[config.mk]
export PLATFORM = sky130hd
export DESIGN_NAME = serial_add_arbiter_flat
export DESIGN_NICKNAME = d
export VERILOG_FILES = /design/src/rtl/serial_add_arbiter_if.sv /design/src/rtl/serial_add_arbiter.sv /design/src/flat_wrapper.sv
export SDC_FILE = /design/constraint.sdc
export NUM_CORES = 1
export LEC_CHECK = 0
export CAP_MARGIN = 20
export CORE_UTILIZATION = 49
export DETAILED_ROUTE_END_ITERATION = 10
export PLACE_DENSITY = 0.79
export SLEW_MARGIN = 20
export SYNTH_ARGS = -nofsm -noshare
export SYNTH_HDL_FRONTEND = slang
export SYNTH_SLANG_ARGS = --single-unit
[constraint.sdc]
create_clock -name clk -period 2.15 [get_ports clk]
set_input_delay 0.215 -clock clk [delete_from_list [all_inputs] [get_ports clk]]
set_output_delay 0.215 -clock clk [all_outputs]
set_load 0.01 [all_outputs]
[src/rtl/serial_add_arbiter_if.sv]
// Request/operand/result bundle between the two requesters and the shared
// bit-serial adder sequencer.
interface serial_add_arbiter_if #(
  parameter int WIDTH = 8
);
  logic             ena;
  logic [1:0]       req;
  logic [WIDTH-1:0] opa0;
  logic [WIDTH-1:0] opb0;
  logic [WIDTH-1:0] opa1;
  logic [WIDTH-1:0] opb1;
  logic [1:0]       gnt;
  logic             busy;
  logic [1:0]       done;
  logic [WIDTH:0]   sum_out;

  modport master (
    output ena, req, opa0, opb0, opa1, opb1,
    input  gnt, busy, done, sum_out
  );

  modport slave (
    input  ena, req, opa0, opb0, opa1, opb1,
    output gnt, busy, done, sum_out
  );
endinterface

[src/rtl/serial_add_arbiter.sv]
// Round-robin sequencer sharing one LSB-first bit-serial full adder
// (two half-adder cells plus a carry flop) between two requesters.
module serial_add_arbiter #(
  parameter int WIDTH = 8
) (
  input  logic                 clk,
  input  logic                 rst_n,
  serial_add_arbiter_if.slave  bus
);
  localparam int CW = $clog2(WIDTH);
  localparam logic [CW-1:0] LAST = CW'(WIDTH - 1);

  typedef enum logic [1:0] {S_IDLE, S_SHIFT, S_DONE} state_t;

  state_t           r_state;
  logic [WIDTH-1:0] r_sa;
  logic [WIDTH-1:0] r_sb;
  logic [WIDTH-1:0] r_sum;
  logic             r_carry;
  logic [CW-1:0]    r_cnt;
  logic             r_owner;
  logic             r_last;
  logic [1:0]       r_gnt;
  logic [1:0]       r_done;
  logic             r_busy;
  logic [WIDTH:0]   r_sum_out;

  logic w_h1, w_hc1, w_s, w_hc2, w_c, w_win;

  always_comb begin
    w_h1  = r_sa[0] ^ r_sb[0];
    w_hc1 = r_sa[0] & r_sb[0];
    w_s   = w_h1 ^ r_carry;
    w_hc2 = w_h1 & r_carry;
    w_c   = w_hc1 | w_hc2;
    // Contention goes to whoever was not served last; otherwise the lone requester.
    w_win = (bus.req == 2'b11) ? ~r_last : bus.req[1];
  end

  always_ff @(posedge clk or negedge rst_n) begin
    if (!rst_n) begin
      r_state   <= S_IDLE;
      r_sa      <= '0;
      r_sb      <= '0;
      r_sum     <= '0;
      r_carry   <= 1'b0;
      r_cnt     <= '0;
      r_owner   <= 1'b0;
      r_last    <= 1'b1;
      r_gnt     <= '0;
      r_done    <= '0;
      r_busy    <= 1'b0;
      r_sum_out <= '0;
    end else if (bus.ena) begin
      case (r_state)
        S_IDLE: begin
          if (bus.req != '0) begin
            r_sa    <= w_win ? bus.opa1 : bus.opa0;
            r_sb    <= w_win ? bus.opb1 : bus.opb0;
            r_sum   <= '0;
            r_carry <= 1'b0;
            r_cnt   <= '0;
            r_owner <= w_win;
            r_last  <= w_win;
            r_gnt   <= w_win ? 2'b10 : 2'b01;
            r_busy  <= 1'b1;
            r_state <= S_SHIFT;
          end
        end
        S_SHIFT: begin
          r_sa    <= {1'b0, r_sa[WIDTH-1:1]};
          r_sb    <= {1'b0, r_sb[WIDTH-1:1]};
          r_sum   <= {w_s, r_sum[WIDTH-1:1]};
          r_carry <= w_c;
          r_cnt   <= r_cnt + CW'(1);
          if (r_cnt == LAST) begin
            // Capture the final bit and carry directly so the result appears with done.
            r_sum_out <= {w_c, w_s, r_sum[WIDTH-1:1]};
            r_done    <= r_owner ? 2'b10 : 2'b01;
            r_state   <= S_DONE;
          end
        end
        S_DONE: begin
          r_done  <= '0;
          r_gnt   <= '0;
          r_busy  <= 1'b0;
          r_state <= S_IDLE;
        end
        default: r_state <= S_IDLE;
      endcase
    end
  end

  assign bus.gnt     = r_gnt;
  assign bus.busy    = r_busy;
  assign bus.done    = r_done;
  assign bus.sum_out = r_sum_out;
endmodule

[src/flat_wrapper.sv]
// flat-port wrapper written by rule: the top's interface ports become plain ports
module serial_add_arbiter_flat 
#(
  parameter int WIDTH = 8
)
  (clk, rst_n, bus_ena, bus_req, bus_opa0, bus_opb0, bus_opa1, bus_opb1, bus_gnt, bus_busy, bus_done, bus_sum_out);
  serial_add_arbiter_if #(.WIDTH(WIDTH)) bus_i ();
  input  logic clk;
  input  logic rst_n;
  input wire logic [$bits(bus_i.ena)-1:0] bus_ena;
  input wire logic [$bits(bus_i.req)-1:0] bus_req;
  input wire logic [$bits(bus_i.opa0)-1:0] bus_opa0;
  input wire logic [$bits(bus_i.opb0)-1:0] bus_opb0;
  input wire logic [$bits(bus_i.opa1)-1:0] bus_opa1;
  input wire logic [$bits(bus_i.opb1)-1:0] bus_opb1;
  output wire logic [$bits(bus_i.gnt)-1:0] bus_gnt;
  output wire logic [$bits(bus_i.busy)-1:0] bus_busy;
  output wire logic [$bits(bus_i.done)-1:0] bus_done;
  output wire logic [$bits(bus_i.sum_out)-1:0] bus_sum_out;
  assign bus_i.ena = bus_ena;
  assign bus_i.req = bus_req;
  assign bus_i.opa0 = bus_opa0;
  assign bus_i.opb0 = bus_opb0;
  assign bus_i.opa1 = bus_opa1;
  assign bus_i.opb1 = bus_opb1;
  assign bus_gnt = bus_i.gnt;
  assign bus_busy = bus_i.busy;
  assign bus_done = bus_i.done;
  assign bus_sum_out = bus_i.sum_out;
  serial_add_arbiter #(.WIDTH(WIDTH)) u_core (.clk(clk), .rst_n(rst_n), .bus(bus_i));
endmodule
# After elaboration in Yosys (flattened, before gate mapping)
# Index checks and enable logic that the tools add are counted.
dict set report op_classes {
  bitwise_logic 6
  mux 24
  n_addsub 1
  eq_ne 6
  n_reduce_logical 11
}
# op count
set op_table {}
lappend op_table {{$pmux W8 S2} 3}
lappend op_table {{$mux W8} 5}
lappend op_table {{$reduce_and A3 Y1} 6}
lappend op_table {{$mux W2} 6}
lappend op_table {{$pmux W2 S2} 3}
lappend op_table {{$reduce_bool A2 Y1} 4}
lappend op_table {{$pmux W3 S2} 1}
lappend op_table {{$eq A2 B2 Y1 const B} 2}
lappend op_table {{$ne A2 B1 Y1 const B} 2}
lappend op_table {{$pmux W1 S2} 2}
lappend op_table {{$add A3 B1 Y3 const B} 1}
lappend op_table {{$eq A3 B3 Y1 const B} 1}
lappend op_table {{$mux W1} 3}
lappend op_table {{$mux W3} 1}
lappend op_table {{$and A1 B1 Y1} 2}
lappend op_table {{$eq A2 B1 Y1 const B} 1}
lappend op_table {{$logic_not A2 Y1} 1}
lappend op_table {{$xor A1 B1 Y1} 2}
lappend op_table {{$not A1 Y1} 1}
lappend op_table {{$or A1 B1 Y1} 1}
dict set report word_totals {
  output_inout_bits 14
  wordCells 60
  regBits 46
  inputBits 37
}

# Longest topological paths before layout
dict set report logic_depth {
  depth_word 5
  ltp_mapped 6
}

# Least setup slack after synthesis
# No wires, ideal clock.
dict set report synth_path {
  path_type {register -> register}
  startpoint {reg u_core.r_state[0]}
  endpoint {reg u_core.r_sb[0]}
  n_path_buf 3
  required_time_ns 2.056
  setup_slack_ns 0.557
  path_stages_with_launch 7
  arrival_time_ns 1.500
  path_cell_list {dfrtp_1 or3_1 buf_2 and2_4 buf_6 buf_6 a221oi_2}
}
dict set report synth_between {
  elab_chain_cells 3
  elab_cells_between_ends 6
  cone_classes {eq/ne (2); mux (1); reduce/logical (3)}
}
# item line_no
set synth_lines {}
lappend synth_lines {{start: declaration} serial_add_arbiter.sv:15} ;# state_t r_state;
lappend synth_lines {{start signal: assignment} serial_add_arbiter.sv:42} ;# r_state <= S_IDLE;
lappend synth_lines {{start signal: assignment} serial_add_arbiter.sv:67} ;# r_state <= S_SHIFT;
lappend synth_lines {{start signal: assignment} serial_add_arbiter.sv:80} ;# r_state <= S_DONE;
lappend synth_lines {{$eq A2 B1 Y1 / $logic_not A2 Y1 (equally long branches)} serial_add_arbiter.sv:55} ;# case (r_state)
lappend synth_lines {{$reduce_bool A2 Y1 (no line) / $ne A2 B1 Y1 (equally long branches)} n/a}
lappend synth_lines {{$reduce_and A3 Y1 (no line)} n/a}
lappend synth_lines {{end signal: assignment} serial_add_arbiter.sv:59} ;# r_sb <= w_win ? bus.opb1 : bus.opb0;
lappend synth_lines {{end signal: assignment} serial_add_arbiter.sv:72} ;# r_sb <= {1'b0, r_sb[WIDTH-1:1]};
lappend synth_lines {{end: declaration} serial_add_arbiter.sv:17} ;# logic [WIDTH-1:0] r_sb;
# Several ways; a longest one is shown, not always the timed one.
# A chain may end at the register's enable or synchronous reset.

# Worst setup path after layout
dict set report layout_path {
  startpoint {reg u_core.r_state[0]}
  endpoint {reg u_core.r_sa[0]}
}
dict set report layout_between {
  elab_chain_cells 3
  elab_cells_between_ends 6
  cone_classes {eq/ne (2); mux (1); reduce/logical (3)}
}
# item line_no
set layout_lines {}
lappend layout_lines {{$eq A2 B1 Y1 / $logic_not A2 Y1 (equally long branches)} serial_add_arbiter.sv:55}
lappend layout_lines {{$reduce_bool A2 Y1 (no line) / $ne A2 B1 Y1 (equally long branches)} n/a}
lappend layout_lines {{$reduce_and A3 Y1 (no line)} n/a}
lappend layout_lines {{end signal: assignment} serial_add_arbiter.sv:58} ;# r_sa <= w_win ? bus.opa1 : bus.opa0;
lappend layout_lines {{end signal: assignment} serial_add_arbiter.sv:71} ;# r_sa <= {1'b0, r_sa[WIDTH-1:1]};
lappend layout_lines {{end: declaration} serial_add_arbiter.sv:16} ;# logic [WIDTH-1:0] r_sa;
# Several ways; a longest one is shown, not always the timed one.

==> key figures <==
Yosys
  – Compound-gate portion of the synthesized area: between 20% and 30%
  – Post-synth EDFFs: 0
  – Main combinational cell family by area after synthesis: compound AO/OA/AOI/OAI gates
  – Xor/xnor cell area share of the yosys netlist: 0%
  – FFs w/ async S/R, synth: between 90% and 100%
  – Flop and latch count out of synthesis: between 40 and 50
  – Unique masters post-synth: 32
  – Syn_nets: 216
  – Post-synthesis mux area share: about an eighth
  – Seq/Total Area, Yosys: 51.5%
  – Ys flop type: dfrtp_1
  – Simple-gate share of the synthesized area: ~7.6%
  – YS warnings: 0
  – Syn avg cell area: 12.4 um^2
  – Adder and majority cell fraction of the synthesized area: under 10%
  – Post-Syn Area: around 0.0022 mm^2
  – Cells after Synth: 176

Outcome
  – Status: finished with violations
  – Violated checks: negative hold slack

Min path
  – Tightest Hold Check Type: in -> async

Timing
  – Smallest setup slack after layout: 0.471 ns
  – Final hold viol count: 34
  – Clk_skew: between 0.007 and 0.008 ns
  – Max-slew violations: 0
  – Final min period: between 1.5 and 2 ns
  – Slew of the pin with the lowest slew margin: 0.563 ns
  – Final period util: between 70 and 80%
  – Sum Neg Setup Slack: 0 ns
  – Setup repair after global routing missed its margin: false
  – Max Freq: about 600 MHz
  – Setup violations, final: 0
  – Worst slew margin: between 60% and 70%
  – Fin Hold WS: -0.0170 ns

Power and ir drop
  – Worst vdd ir: between 0.5 and 0.6 mV
  – LEAKAGE: about 0.0012 uW
  – Total power: 3380 uW
  – Power Dens Cells: around 1200 mW/mm^2

Die
  – Die area: 0.00474 mm^2
  – Chip Width: roughly 69 um
  – CORE AREA: ~0.0041 mm^2
  – Die height: 68.8 um
  – Starting Density: 52.8%
  – Ports: 51
  – Row count: 23

Placement
  – Detail Placement HPWL: roughly 3.5 mm
  – Placer congestion estimate: between 0.8 and 0.9
  – Port Buffer Count: 50
  – Setup slack at placement: 0.244 ns
  – Area after DPL: between 0.002 and 0.003 mm^2

Drt
  – Routed Antenna Nets: 0
  – WL per Instance: ~18 um
  – DRC: 0
  – Vias: between 1500 and 2000
  – Drt pass-1 iters: 4
  – WL final: between 4 and 5 mm
  – DR iter-0 viols: just over 100
  – DR vias/cell: 6.01

Layout
  – # diodes: 0
  – Post-route cell area: around 0.0028 mm^2
  – # fillers: approximately 300
  – Final Core Density: 68.1%
  – Highest-count cells in the layout ignoring fill and taps: 49 x clkdlybuf4s50_1, 44 x dfrtp_1, 18 x a21oi_1
  – Multi-input logic area: 963 um^2
  – Syn-to-layout area delta: 28.9%
  – Reg area: approximately 0.0011 mm^2
  – Share of cells above drive strength 1: 19.3%
  – Final #Nets: 268
  – Commonest non-fill, non-tap cell in the layout: clkdlybuf4s50_1

Critical path
  – Max incr delay on CP: around 0.50 ns
  – Buf/Inv on CP: 0
  – Kind of critical path: reg -> reg
  – Critical Path AT: between 1.5 and 2 ns
  – CP Max Fanout: 15
  – Slowest cell on the critical path: dfrtp_1
  – Worst Path Required: 2.33 ns
  – Crit-path cells: or3_1 > and2_4 > a221oi_1
  – Critical Path Start Type: flip-flop
  – CP endpoint kind: flip-flop
  – Top Family by Delay on Critical Path: simple AND/OR/NAND/NOR gates

Clock network
  – Post-CTS sizing: 0
  – Clock Latency Late Sink: around 0.3 ns
  – Clock buffer depth: 2
  – CTS tree: yes
  – Root Buffer: clkbuf_8
  – Clk slew on worst S/H paths: 0.09 ns
  – H-tree levels: 2
  – Postcts setup bufs: 0
  – Num CTS Buffers: 5
  – Clock tree sinks: 45
  – Hold_buf cts: 0

GRT
  – All-Layer GR Usage: 23.8%
  – Global-route wire length before repair: 7.99 mm
  – Largest net degree at the start of global routing: 46
  – Vias in the first global route: ~1700
  – Initial antenna violation count: 0
  – GR Overflow Total: 0

Run
  – Number of max-cap violations: 0
[logic make-up (layout without fill, tap and decap cells)]
kind of cell             count (synthesis)  after routing
flip-flops                              45             45
AND/OR/NAND/NOR                         27             27
AO/OA/AOI/OAI                           57             57
multiplexers                            26             26
buffers and inverters                   18             70
adder cells (fa/ha/maj)                  3              3
[routing by layer]
metal	GRT usage, %	vias to the layer above	part of all wire, %
met2	40.1	68	51
met4	15.1	0	4.0
li1	-	758	-
met5	0	-	0
met1	27.9	825	41
met3	4.44	21	4.7
[cell type report]
type,instances,area share (%)
multi-input combinational,113,34.2
timing repair buffer,60,20.2
clock inverter,2,0.577
clock buffer,5,2.44
tap,50,2.22
sequential,45,40.0
inverter,3,0.399
[Yosys cell counts, types with 3 or more instances]
| cell type | number | area share, % |
|---|---|---|
| a21oi_1 | 18 | 4.1 |
| a221oi_1 | 5 | 2.0 |
| a221oi_2 | 9 | 6.2 |
| a22o_1 | 14 | 5.6 |
| buf_2 | 6 | 1.4 |
| buf_4 | 3 | 1.0 |
| clkbuf_1 | 4 | 0.69 |
| dfrtp_1 | 44 | 50 |
| inv_1 | 3 | 0.51 |
| mux2_2 | 12 | 6.2 |
| mux2i_1 | 14 | 6.4 |
| nand2_1 | 3 | 0.51 |
| nor2b_1 | 16 | 4.6 |
[through the flow]
step,hold slack (ns),cells
6_report,-0.0170,278
5_1_grt,0.0476,278
4_1_cts,0.00562,278
3_5_place_dp,0.328,271
3_3_place_gp,0.318,271
2_1_floorplan,-0.0806,176
[report_power, final]
group	switching (uW)	total [uW]	internal, uW
Combinational	601	1370	769
Sequential	268	1490	1220
Clock	297	521	224
[final timing paths]
kind                                   startpoint                    end  slack [ns]  depth (start not counted)
max in group asynchronous                   rst_n         u_core.r_sa[5]        1.78                          2
worst min register to register    u_core.r_sum[1]        u_core.r_sum[1]        0.51                          1
worst max register to register  u_core.r_state[0]         u_core.r_sa[0]        0.47                          3
min in group clk                  u_core.r_sum[1]        u_core.r_sum[1]        0.51                          1
worst max-delay path            u_core.r_state[0]         u_core.r_sa[0]        0.47                          3
worst min-delay path                        rst_n  u_core.bus.sum_out[1]       -0.02                          2
[state kept, by name (all words and copies together), names as in the netlist]
register	flops
u_core.bus.done	2
u_core.r_carry	1
u_core.r_cnt	3
u_core.bus.gnt	2
u_core.r_sa	8
u_core.bus.busy	1
u_core.r_last	1
u_core.r_sb	8
u_core.r_sum	7
u_core.r_state	2
u_core.bus.sum_out	9
u_core.r_owner	1
Note: power is estimated with default switching activity, not from simulation.
